[src/rtl/led_pkg.sv]
// Shared definitions for the LED output conditioning block: channel mode encodings,
// default timing constants and the per-channel output mux.
package led_pkg;

    typedef enum logic [1:0] {
        LED_OFF     = 2'b00,
        LED_LEVEL   = 2'b01,
        LED_STRETCH = 2'b10,
        LED_BLINK   = 2'b11
    } led_mode_e;

    localparam int unsigned LED_PBITS_DEF     = 24;
    localparam int unsigned LED_HBITS_DEF     = 8;
    localparam logic [23:0] LED_PRESCALE_DEF  = 24'd100_000;
    localparam logic [7:0]  LED_HOLD_DEF      = 8'd100;
    localparam logic [7:0]  LED_BLINK_DEF     = 8'd250;

    // LED drive for one channel given its registered mode and status terms.
    function automatic logic led_drive(input led_mode_e mode,
                                       input logic      level,
                                       input logic      stretch_on,
                                       input logic      phase);
        logic drive;
        drive = 1'b0;
        unique case (mode)
            LED_OFF:     drive = 1'b0;
            LED_LEVEL:   drive = level;
            LED_STRETCH: drive = stretch_on;
            LED_BLINK:   drive = level & phase;
            default:     drive = 1'b0;
        endcase
        return drive;
    endfunction

endpackage

[src/rtl/led_chan.sv]
// One LED channel: input registers, hold counter for event stretching, mode mux and
// registered LED output. Tick and blink phase come from the shared timebase.
module led_chan
    import led_pkg::*;
#(
    parameter int unsigned       HBITS      = LED_HBITS_DEF,
    parameter logic [HBITS-1:0]  HOLD_TICKS = LED_HOLD_DEF
) (
    input  logic       clk,
    input  logic       reset_n,
    input  logic       tick_i,
    input  logic       blink_phase_i,
    input  logic       evt_i,
    input  logic       level_i,
    input  logic [1:0] mode_i,
    output logic       led_o
);

    logic             evt_d, evt_q;
    logic             level_d, level_q;
    led_mode_e        mode_d, mode_q;
    led_mode_e        mode_prev_d, mode_prev_q;
    logic [HBITS-1:0] hold_d, hold_q;
    logic             led_d, led_q;
    logic             mode_chg;

    always_comb begin
        evt_d       = evt_i;
        level_d     = level_i;
        mode_d      = led_mode_e'(mode_i);
        mode_prev_d = mode_q;
        mode_chg    = (mode_q != mode_prev_q);

        // Load beats both the tick decrement and a mode-change clear.
        hold_d = hold_q;
        if (mode_q != LED_STRETCH) begin
            hold_d = '0;
        end else if (evt_q) begin
            hold_d = HOLD_TICKS;
        end else if (mode_chg) begin
            hold_d = '0;
        end else if (tick_i && (hold_q != '0)) begin
            hold_d = hold_q - 1'b1;
        end

        led_d = led_drive(mode_q, level_q, (hold_d != '0), blink_phase_i);
    end

    always_ff @(posedge clk) begin
        if (!reset_n) begin
            evt_q       <= 1'b0;
            level_q     <= 1'b0;
            mode_q      <= LED_OFF;
            mode_prev_q <= LED_OFF;
            hold_q      <= '0;
            led_q       <= 1'b0;
        end else begin
            evt_q       <= evt_d;
            level_q     <= level_d;
            mode_q      <= mode_d;
            mode_prev_q <= mode_prev_d;
            hold_q      <= hold_d;
            led_q       <= led_d;
        end
    end

    assign led_o = led_q;

endmodule

[src/rtl/led_pulse_stretch.sv]
// Drives the user LEDs from fast internal status: shared prescaler and blink generator
// feeding NCH independent stretch/level/blink channels.
module led_pulse_stretch
    import led_pkg::*;
#(
    parameter int unsigned       NCH         = 8,
    parameter int unsigned       PBITS       = LED_PBITS_DEF,
    parameter logic [PBITS-1:0]  PRESCALE    = LED_PRESCALE_DEF,
    parameter int unsigned       HBITS       = LED_HBITS_DEF,
    parameter logic [HBITS-1:0]  HOLD_TICKS  = LED_HOLD_DEF,
    parameter logic [HBITS-1:0]  BLINK_TICKS = LED_BLINK_DEF
) (
    input  logic             clk,
    input  logic             reset_n,
    input  logic [NCH-1:0]   evt_i,
    input  logic [NCH-1:0]   level_i,
    input  logic [2*NCH-1:0] mode_i,
    output logic [NCH-1:0]   led_o,
    output logic             tick_o
);

    localparam logic [PBITS-1:0] PMAX = PRESCALE - 1'b1;
    localparam logic [HBITS-1:0] BMAX = BLINK_TICKS - 1'b1;

    logic [PBITS-1:0] pcnt_d, pcnt_q;
    logic [HBITS-1:0] bcnt_d, bcnt_q;
    logic             phase_d, phase_q;
    logic             tick;

    always_comb begin
        tick   = (pcnt_q == PMAX);
        pcnt_d = tick ? '0 : pcnt_q + 1'b1;

        bcnt_d  = bcnt_q;
        phase_d = phase_q;
        if (tick) begin
            if (bcnt_q == BMAX) begin
                bcnt_d  = '0;
                phase_d = ~phase_q;
            end else begin
                bcnt_d = bcnt_q + 1'b1;
            end
        end
    end

    always_ff @(posedge clk) begin
        if (!reset_n) begin
            pcnt_q  <= '0;
            bcnt_q  <= '0;
            phase_q <= 1'b0;
        end else begin
            pcnt_q  <= pcnt_d;
            bcnt_q  <= bcnt_d;
            phase_q <= phase_d;
        end
    end

    assign tick_o = tick;

    for (genvar k = 0; k < NCH; k++) begin : g_chan
        led_chan #(
            .HBITS      (HBITS),
            .HOLD_TICKS (HOLD_TICKS)
        ) u_chan (
            .clk           (clk),
            .reset_n       (reset_n),
            .tick_i        (tick),
            .blink_phase_i (phase_q),
            .evt_i         (evt_i[k]),
            .level_i       (level_i[k]),
            .mode_i        (mode_i[2*k +: 2]),
            .led_o         (led_o[k])
        );
    end

endmodule

[config.mk]
export PLATFORM = sky130hd
export DESIGN_NAME = led_pulse_stretch
export DESIGN_NICKNAME = d
export VERILOG_FILES = /design/src/rtl/led_pkg.sv /design/src/rtl/led_chan.sv /design/src/rtl/led_pulse_stretch.sv
export SDC_FILE = /design/constraint.sdc
export NUM_CORES = 1
export LEC_CHECK = 0
export ABC_AREA = 1
export BUFFER_PORTS_ARGS = -buffer_cell sky130_fd_sc_hd__buf_4
export CORE_MARGIN = 2
export CORE_UTILIZATION = 31
export DETAILED_ROUTE_END_ITERATION = 12
export HOLD_SLACK_MARGIN = 0.1
export PLACE_DENSITY = 0.44
export REMOVE_ABC_BUFFERS = 1
export SLEW_MARGIN = 20
export SYNTH_ARGS = -nofsm -noshare
export SYNTH_HDL_FRONTEND = slang
export SYNTH_SLANG_ARGS = --single-unit
[constraint.sdc]
create_clock -name clk -period 2.3 [get_ports clk]
set_input_delay 0.23 -clock clk [delete_from_list [all_inputs] [get_ports clk]]
set_output_delay 0.23 -clock clk [all_outputs]
set_load 0.005 [all_outputs]
==> out/metrics.cfg, run 1 <==
[finish]
diodes = 0
final_cell_mix = 329 x nand2_1, 205 x inv_1, 163 x nor2_1
final_area_um2 = 10000
syn_to_final_growth_pct = 22.1
final_nets = 1389
final_util = 0.385
final.fill_count = 2775
final_common_cell = nand2_1
drive_gt1_frac = 0.120

[logic_synthesis]
ys_seq_elements = 153
synth_top_family_by_area = simple AND/OR/NAND/NOR gates
yosys.area_share.simple = 0.382
synthMuxAreaShare = 0
ys_seq_area_frac = 0.374
ys_warn_count = 0
synth_compound_area_frac = 0.0569
ys_types = 40
yosys.area_share.adder = 0.0290
synth_cells = 1239
synth_edf_count = 0
syn-cell-area_um2 = 8190
syn_area_per_cell_um2 = 6.61
synthXorXnorAreaFrac = 0.0417
async_flop_share = 0
synthFlopType = dfxtp_1

[sta]
tightest_slew_ns = 0.629
setup_viol = 0
finalMaxSlewViolations = 0
fmax_ghz = 0.479
fin_crit_sh = 0.908
clock_skew_ns = 0.0123
layout_min_cycle_time_ns = 2.09
setup_ws_ns = 0.211
hold_viol_final = 0
max_slew_margin = 0.578

[setup_path]
crit_path_max_incr_delay_ns = 0.34
startpoint_type = flip-flop
reg2reg_depth = 15
regToRegSetupSlack_ns = 0.21
cp_cell_sequence = ha_1, nand2_2, inv_2, nand2_1, nor2_1, nand2_2, nor2_8, buf_4, nand3_1, nand3_1, nand2_1, nor2_1, nand3b_1, nor2_1, nor2_1
worstPathMaxFanout = 8
worstSetupPathType = flip-flop to flip-flop
cpMaxStageDelayCell = dfxtp_2
critPathRequiredTime_ns = 2.62
crit_path_end_kind = flip-flop
cp.arrival_ns = 2.41
worst_path_most_repeated_cell = nor2_1

[die]
ios = 43
row_count = 59
die_w_um = 166
dieArea_um2 = 27700
core-area_um2 = 26000
start_util = 0.315
dieHeight_um = 166

[global_route]
overflow = 0
grt_usage = 0.145
grt_pass1_vias = 7111
antenna_found_initial = 0
grt_pass1_wl_um = 33500
grt_max_degree = 30

[clocking]
cts_buffers = 17
cts_tree = built
cts.sinks = 153
cts.clk_slew.worst_paths_ns = 0.06
cts_root_buffer = clkbuf_16
clk_latency_ns = 0.42
h-tree-depth = 4
clk_path_buf_depth = 2

[place]
pre_cts_ws_ns = 0.117
post_dp_cell_area_um2 = 8990
gp_routability_congestion = 0.799
hpwl_um = 14300
portBuffers = 42

[route]
wl_per_cell_um = 11.5
drt-total-wl_um = 19300
ant_nets = 0
via_per_inst = 4.40
drtIter0Drc = 340
vias = 7403
drtPass1Iterations = 4
drc = 0

[min_path]
min_path_type = primary input to flip-flop
hold_depth = 3

[job]
maxCapViolations = 0

[power]
power.density_nw_per_um2 = 596
p_leak_nw = 4.91
finalPower_mw = 5.96
ir_drop_mv = 0.277

[run_status]
outcome = completed

==> layout make-up <==
type,instances,area [um2],area share
clock buffers,20,457,0.0457
flip-flops and latches,153,3060,0.307
well taps,335,419,0.0419
multi-input cells,845,4230,0.423
clock inverters,12,139,0.0139
repair buffers,104,886,0.0886
inverters,215,807,0.0807
==> Yosys cell counts (5+ instances only) <==
cell type | instances | area [um2]
a21oi_1 | 45 | 225
buf_4 | 8 | 60.1
clkbuf_1 | 12 | 45.0
dfxtp_1 | 153 | 3060
ha_1 | 19 | 238
inv_1 | 206 | 773
inv_2 | 9 | 33.8
nand2_1 | 332 | 1250
nand2_2 | 6 | 37.5
nand3_1 | 86 | 430
nand4_1 | 33 | 206
nor2_1 | 164 | 616
nor2_2 | 14 | 87.6
nor3_1 | 27 | 135
nor3_2 | 6 | 60.1
nor3b_1 | 5 | 37.5
nor4_1 | 6 | 37.5
o21ai_0 | 23 | 115
or2_2 | 7 | 43.8
xnor2_1 | 9 | 78.8
xor2_1 | 30 | 263
==> power breakdown <==
group          switching (mW)  internal (mW)  total, mW  leakage [nW]
clock network            1.19           1.67       2.86         0.292
logic                   0.189          0.161      0.350          3.38
registers              0.0352           2.71       2.74          1.25
total                    1.41           4.54       5.96          4.91
==> worst paths after layout <==
check | endpoint | startpoint
hold reg to reg | pcnt_q[0] | pcnt_q[0]
hold / removal | g_chan[6].u_chan.evt_q | reset_n
setup reg to reg | g_chan[1].u_chan.led_o | pcnt_q[0]
setup / recovery | g_chan[1].u_chan.led_o | pcnt_q[0]
==> logic make-up (layout without fill, tap and decap cells) <==
family / count (synthesis) / count (layout)
compound gates: 86 / 86
xor+xnor: 39 / 39
fa+ha+maj: 19 / 19
buf+inv: 241 / 351
flops: 153 / 153
simple gates: 701 / 701
==> state kept, by name, indices dropped and copies added (netlist names) <==
register / cells
g_chan.u_chan.hold_q: 64
phase_q: 1
pcnt_q: 24
g_chan.u_chan.evt_q: 8
g_chan.u_chan.mode_prev_q: 16
g_chan.u_chan.level_q: 8
g_chan.u_chan.mode_prev_d: 16
g_chan.u_chan.led_o: 8
bcnt_q: 8
==> metrics by stage <==
stage	hold slack [ns]	std cells	TNS [ns]
floorplan	0.323	1213	0
global placement	0.411	1616	0
detailed placement	0.414	1616	0
CTS	0.204	1680	0
global route	0.223	1684	-0.0238
finish	0.225	1684	0
==> metal layers <==
layer | up-vias | track usage | wire (um)
met5 | - | 0 | 0
met4 | 0 | 0.0394 | 197
met3 | 14 | 0.0254 | 407
met2 | 75 | 0.238 | 8750
met1 | 3274 | 0.197 | 9980
li1 | 4040 | - | -
==> critical path, delay by kind of cell (launching register included) <==
kind / cells / cell delay, ns
and+or+nand+nor: 12 / 1.27
DFF: 1 / 0.34
adders and majority gates: 1 / 0.18
buffers and inverters: 2 / 0.20
==> timing repair <==
item,4_1_cts,5_1_grt
resized for setup,0,15
hold endpoints to repair,32,0
setup endpoints to repair,0,10
hold buffers,32,0
setup buffers,0,4
Power figures use the tool's default switching activity.
==> run 2, diff against run 1 <==
==> constraint.sdc (replaced) <==
create_clock -name clk -period 2.2 [get_ports clk]
set_input_delay 0.22 -clock clk [delete_from_list [all_inputs] [get_ports clk]]
set_output_delay 0.22 -clock clk [all_outputs]
set_load 0.005 [all_outputs]
==> run 2 against run 1 <==
Against the previous run:
- die area unchanged
- largest cell class unchanged
- sequential share of layout area decreased by 0.11 points
- global-route usage decreased by 0.28 points
- highest routed layer unchanged
- clock skew decreased by 0.0015 ns
- worst setup slack got worse by 0.069 ns
- critical path depth unchanged
- first-iteration DRC count increased by 2.6%
- combinational power increased by 5.7%
- cell count increased by 0.42%
- clock power increased by 2%
==> out/metrics.cfg, run 2 (synthesized netlist as in run 1, its figures left out) <==
[finish]
final_util = 0.387
final_cell_mix = 330 x nand2_1, 204 x inv_1, 162 x nor2_1
largest-register = g_chan.u_chan.hold_q
diodes = 0
final_nets = 1396
final_common_cell = nand2_1
syn_to_final_growth_pct = 22.9
instances_no_fill = 1691
largestRegisters = g_chan.u_chan.hold_q: 64 flops, pcnt_q: 24 flops
drive_gt1_frac = 0.129
final_area_um2 = 10100
largest_reg_flops = 64

[min_path]
min_from = reset_n
min_path_type = primary input to flip-flop

[die]
die_w_um = 166
row_count = 59
dieArea_um2 = 27700
dieHeight_um = 166
start_util = 0.315
ios = 43
core-area_um2 = 26000

[setup_path]
crit_path_max_incr_delay_ns = 0.36
cp_cell_sequence = ha_4, nand2_2, nor2_2, nand3_1, nor2_2, buf_4, nand3_1, nand2_1, nand2_1, a21oi_1, nand2_1, nor2_1, nand3_1, nand2_1, inv_1
worstSetupPathType = flip-flop to flip-flop
cpMaxStageDelayCell = dfxtp_4
crit_start = pcnt_q[0]
crit_path_end_kind = flip-flop
worst_path_most_repeated_cell = nand2_1
critPathRequiredTime_ns = 2.52
worstPathMaxFanout = 4
cp.arrival_ns = 2.38
r2r_start = pcnt_q[0]
startpoint_type = flip-flop

[power]
power_frac_clock = 0.475
p_leak_nw = 4.94
switchingPower_mw = 1.56
ir_drop_mv = 0.481
p_comb_frac = 0.060
switching_share = 0.252
p_seq_frac = 0.465
power.density_nw_per_um2 = 614
internal-power_mw = 4.61

[sta]
grt_setup_unrepaired = yes
clock_skew_ns = 0.0108
hold_viol_final = 0
fmax_ghz = 0.486
setup_ws_ns = 0.142
finalMaxSlewViolations = 0
tightest_slew_ns = 0.450
fin_crit_sh = 0.935
layout_min_cycle_time_ns = 2.06
max_slew_margin = 0.699
setup_viol = 0

[clocking]
cts_tree = built
clk_latency_ns = 0.43
cts.clk_slew.worst_paths_ns = 0.07
clk_path_buf_depth = 2
cts_root_buffer = clkbuf_16
cts_buffers = 17
h-tree-depth = 4
cts.sinks = 153

[route]
vias = 7400
drc = 0
via_per_inst = 4.38
drt-total-wl_um = 19300
drtIter0Drc = 349
drtPass1Iterations = 6
wl_per_cell_um = 11.4
ant_nets = 0

[global_route]
antenna_found_initial = 0
overflow = 0
grt_max_degree = 26
grt_usage = 0.142
grt_pass1_vias = 6987
grt_pass1_wl_um = 32800

[place]
gp_routability_congestion = 0.828
post_dp_cell_area_um2 = 9040
placedCellCount = 1622
pre_cts_ws_ns = -0.00578
hpwl_um = 14400
portBuffers = 42

[job]
maxCapViolations = 0

[run_status]
outcome = completed

run 2: power by group through the flow:
stage	Combinational, mW	Sequential, mW	Clock, mW
2_1_floorplan	0.188	2.92	0
3_3_place_gp	0.328	2.93	0
3_5_place_dp	0.328	2.93	0
4_1_cts	0.374	2.87	3.05
5_1_grt	0.426	2.87	3.15
6_report	0.370	2.87	2.93
run 2: cell type report:
class / count / area, um2
Fill cell: 2781 / 15900
Multi-Input combinational cell: 845 / 4220
Sequential cell: 153 / 3070
Timing Repair Buffer: 111 / 951
Inverter: 215 / 807
Clock buffer: 18 / 429
Tap cell: 335 / 419
Clock inverter: 14 / 156
run 2: worst max-delay path, delay by kind of cell (launching register included):
kind / cells / cell delay, ns
AND/OR/NAND/NOR: 11 / 1.09
flip-flops: 1 / 0.36
buffers and inverters: 2 / 0.20
AO/OA/AOI/OAI: 1 / 0.17
adder cells (fa/ha/maj): 1 / 0.13
run 2: path summary, 6_finish.rpt:
path                                endpoint  slack, ns  depth (start not counted)
min reg2reg  g_chan[6].u_chan.mode_prev_q[1]       0.43                          2
min                   g_chan[5].u_chan.evt_q       0.14                          3
max reg2reg           g_chan[3].u_chan.led_o       0.14                         15
max                   g_chan[3].u_chan.led_o       0.14                         15
run 2: metal layers:
| layer | track usage | share of wire | wire length, um | vias up |
|---|---|---|---|---|
| li1 | - | - | - | 4045 |
| met1 | 0.186 | 0.50 | 9700 | 3262 |
| met2 | 0.243 | 0.47 | 9010 | 81 |
| met3 | 0.0238 | 0.022 | 423 | 12 |
| met4 | 0.0382 | 0.010 | 198 | 0 |
| met5 | 0 | 0 | 0 | - |
run 2: metrics by stage:
step                TNS (ns)  hold slack (ns)  total power, mW
floorplan                  0            0.313             3.11
global placement           0            0.400             3.26
detailed placement  -0.00961            0.403             3.26
CTS                  -0.0401            0.120             6.29
global route         -0.0429            0.142             6.45
finish                     0            0.136             6.17
run 2: timing repair:
item	in CTS	in global routing
gates cloned	0	0
hold buffers	32	0
resized for setup	1	18
pin swaps	0	6
buffers inserted	0	5
setup endpoints to repair	3	18
hold endpoints to repair	32	0
==> run 3, diff against run 2 <==
--- a/config.mk
+++ b/config.mk
@@ -7,11 +7,13 @@
 export LEC_CHECK = 0
 export ABC_AREA = 1
 export BUFFER_PORTS_ARGS = -buffer_cell sky130_fd_sc_hd__buf_4
+export CELL_PAD_IN_SITES_DETAIL_PLACEMENT = 1
+export CELL_PAD_IN_SITES_GLOBAL_PLACEMENT = 2
 export CORE_MARGIN = 2
 export CORE_UTILIZATION = 31
 export DETAILED_ROUTE_END_ITERATION = 12
 export HOLD_SLACK_MARGIN = 0.1
-export PLACE_DENSITY = 0.44
+export PLACE_DENSITY = 0.71
 export REMOVE_ABC_BUFFERS = 1
 export SLEW_MARGIN = 20
 export SYNTH_ARGS = -nofsm -noshare
==> constraint.sdc (replaced) <==
create_clock -name clk -period 2.21 [get_ports clk]
set_input_delay 0.221 -clock clk [delete_from_list [all_inputs] [get_ports clk]]
set_output_delay 0.221 -clock clk [all_outputs]
set_load 0.005 [all_outputs]
==> run 3 against run 2 <==
Against the previous run:
- count of clock-buffer cells in the layout increased by 1
- worst setup slack got worse by 0.0040 ns
- clock skew decreased by 0.00053 ns
- combinational power increased by 4%
- critical path depth increased by 3
- die area unchanged
- register-to-register slack about the same
- routed wire length increased by 16%
- critical path type unchanged
==> out/metrics.cfg, run 3 (synthesized netlist as in run 1, its figures left out) <==
[run_status]
outcome = completed

[clocking]
cts_root_buffer = clkbuf_16
cts.sinks = 153
clk_latency_ns = 0.44
h-tree-depth = 4
clk_path_buf_depth = 2
cts.clk_slew.worst_paths_ns = 0.07
cts_buffers = 17
cts_tree = built

[die]
core-area_um2 = 26000
row_count = 59
ios = 43
die_w_um = 166
dieHeight_um = 166
dieArea_um2 = 27700
start_util = 0.315

[route]
drtIter0Drc = 211
via_per_inst = 4.52
vias = 7663
drc = 0
ant_nets = 0
drtPass1Iterations = 4
wl_per_cell_um = 13.2
drt-total-wl_um = 22300

[finish]
final_cell_mix = 326 x nand2_1, 205 x inv_1, 158 x nor2_1
drive_gt1_frac = 0.140
syn_to_final_growth_pct = 24.6
largest-register = g_chan.u_chan.hold_q
diodes = 0
largest_reg_flops = 64
final_common_cell = nand2_1
largestRegisters = g_chan.u_chan.hold_q: 64 flops, pcnt_q: 24 flops
final_nets = 1402
instances_no_fill = 1697
final_area_um2 = 10200

[place]
gp_routability_congestion = 0.767
pre_cts_ws_ns = 0.0214
hpwl_um = 16800
post_dp_cell_area_um2 = 9040
placedCellCount = 1624
portBuffers = 42

[setup_path]
critPathRequiredTime_ns = 2.54
crit_path_end_kind = flip-flop
worstPathMaxFanout = 7
cp.arrival_ns = 2.41
r2r_end = g_chan[3].u_chan.led_o
r2r_start = pcnt_q[0]
reg2reg_depth = 18
worstSetupPathType = flip-flop to flip-flop
regToRegSetupSlack_ns = 0.14
startpoint_type = flip-flop

[min_path]
hold_path_end = g_chan[5].u_chan.mode_prev_q[1]
hold_depth = 3
min_from = reset_n
min_path_type = primary input to flip-flop

[sta]
finalMaxSlewViolations = 0
clock_skew_ns = 0.0103
setup_ws_ns = 0.138
tightest_slew_ns = 0.497
hold_slack_ns = 0.118
fmax_ghz = 0.483
layout_min_cycle_time_ns = 2.07
setup_viol = 0
fin_crit_sh = 0.937
hold_viol_final = 0
max_slew_margin = 0.668

[global_route]
overflow = 0
grt_usage = 0.167
grt_pass1_vias = 7882
grt_pass1_wl_um = 38000
antenna_found_initial = 0
grt_max_degree = 24

[power]
power.density_nw_per_um2 = 631
ir_drop_mv = 0.456
p_leak_nw = 4.99
finalPower_mw = 6.44

[job]
maxCapViolations = 0

run 3: critical path, stage by stage (launching register included):
cell and delay, ns:
dfxtp_2 0.34, ha_4 0.16, nand2_4 0.08, inv_2 0.05, nand2_2 0.08, nor2_1 0.05
nand2_1 0.10, nor2_4 0.05, buf_12 0.14, buf_8 0.14, buf_4 0.14, nand3_1 0.06
nand2_1 0.08, a21oi_2 0.15, nand2_1 0.08, nor2_2 0.10, nand3_1 0.08, nand2_1 0.06
inv_1 0.03
run 3: stage by stage:
step	utilization	TNS (ns)
5_1_grt	0.393	-0.00248
3_5_place_dp	0.348	0
2_1_floorplan	-	0
3_3_place_gp	0.348	0
6_report	0.393	0
4_1_cts	0.386	0
run 3: worst max-delay path by stage:
stage | slack [ns] | to | from
floorplan | 0.25 | pcnt_q[10] | pcnt_q[0]
global placement | 0.06 | g_chan[7].u_chan.led_o | pcnt_q[0]
detailed placement | 0.02 | g_chan[4].u_chan.led_o | pcnt_q[0]
CTS | 0.0004 | g_chan[4].u_chan.led_o | pcnt_q[0]
global route | -0.002 | pcnt_q[21] | pcnt_q[2]
finish | 0.14 | g_chan[3].u_chan.led_o | pcnt_q[0]
run 3: routing by layer:
layer	routed length, um	track usage	vias up	share of wire
met5	0	0	-	0
met4	253	0.0446	0	0.011
met1	10600	0.208	3524	0.47
met3	451	0.0299	19	0.020
li1	-	-	4061	-
met2	11100	0.297	59	0.49
run 3: final cells by class:
type / instances / area [um2]
Tap cell: 335 / 419
Multi-Input combinational cell: 845 / 4290
Sequential cell: 153 / 3070
Inverter: 215 / 807
Timing Repair Buffer: 117 / 983
Clock buffer: 19 / 453
Fill cell: 3372 / 15800
Clock inverter: 13 / 183
run 3: what timing repair did:
item | CTS | global route
hold buffers | 34 | 0
hold endpoints to repair | 32 | 0
setup endpoints to repair | 0 | 18
gates resized for setup | 0 | 39
buffers inserted | 0 | 7
run 3: power breakdown:
part	internal [mW]	switching, mW	total [mW]
logic	0.176	0.210	0.386
registers	2.82	0.0388	2.86
clock network	1.88	1.32	3.19
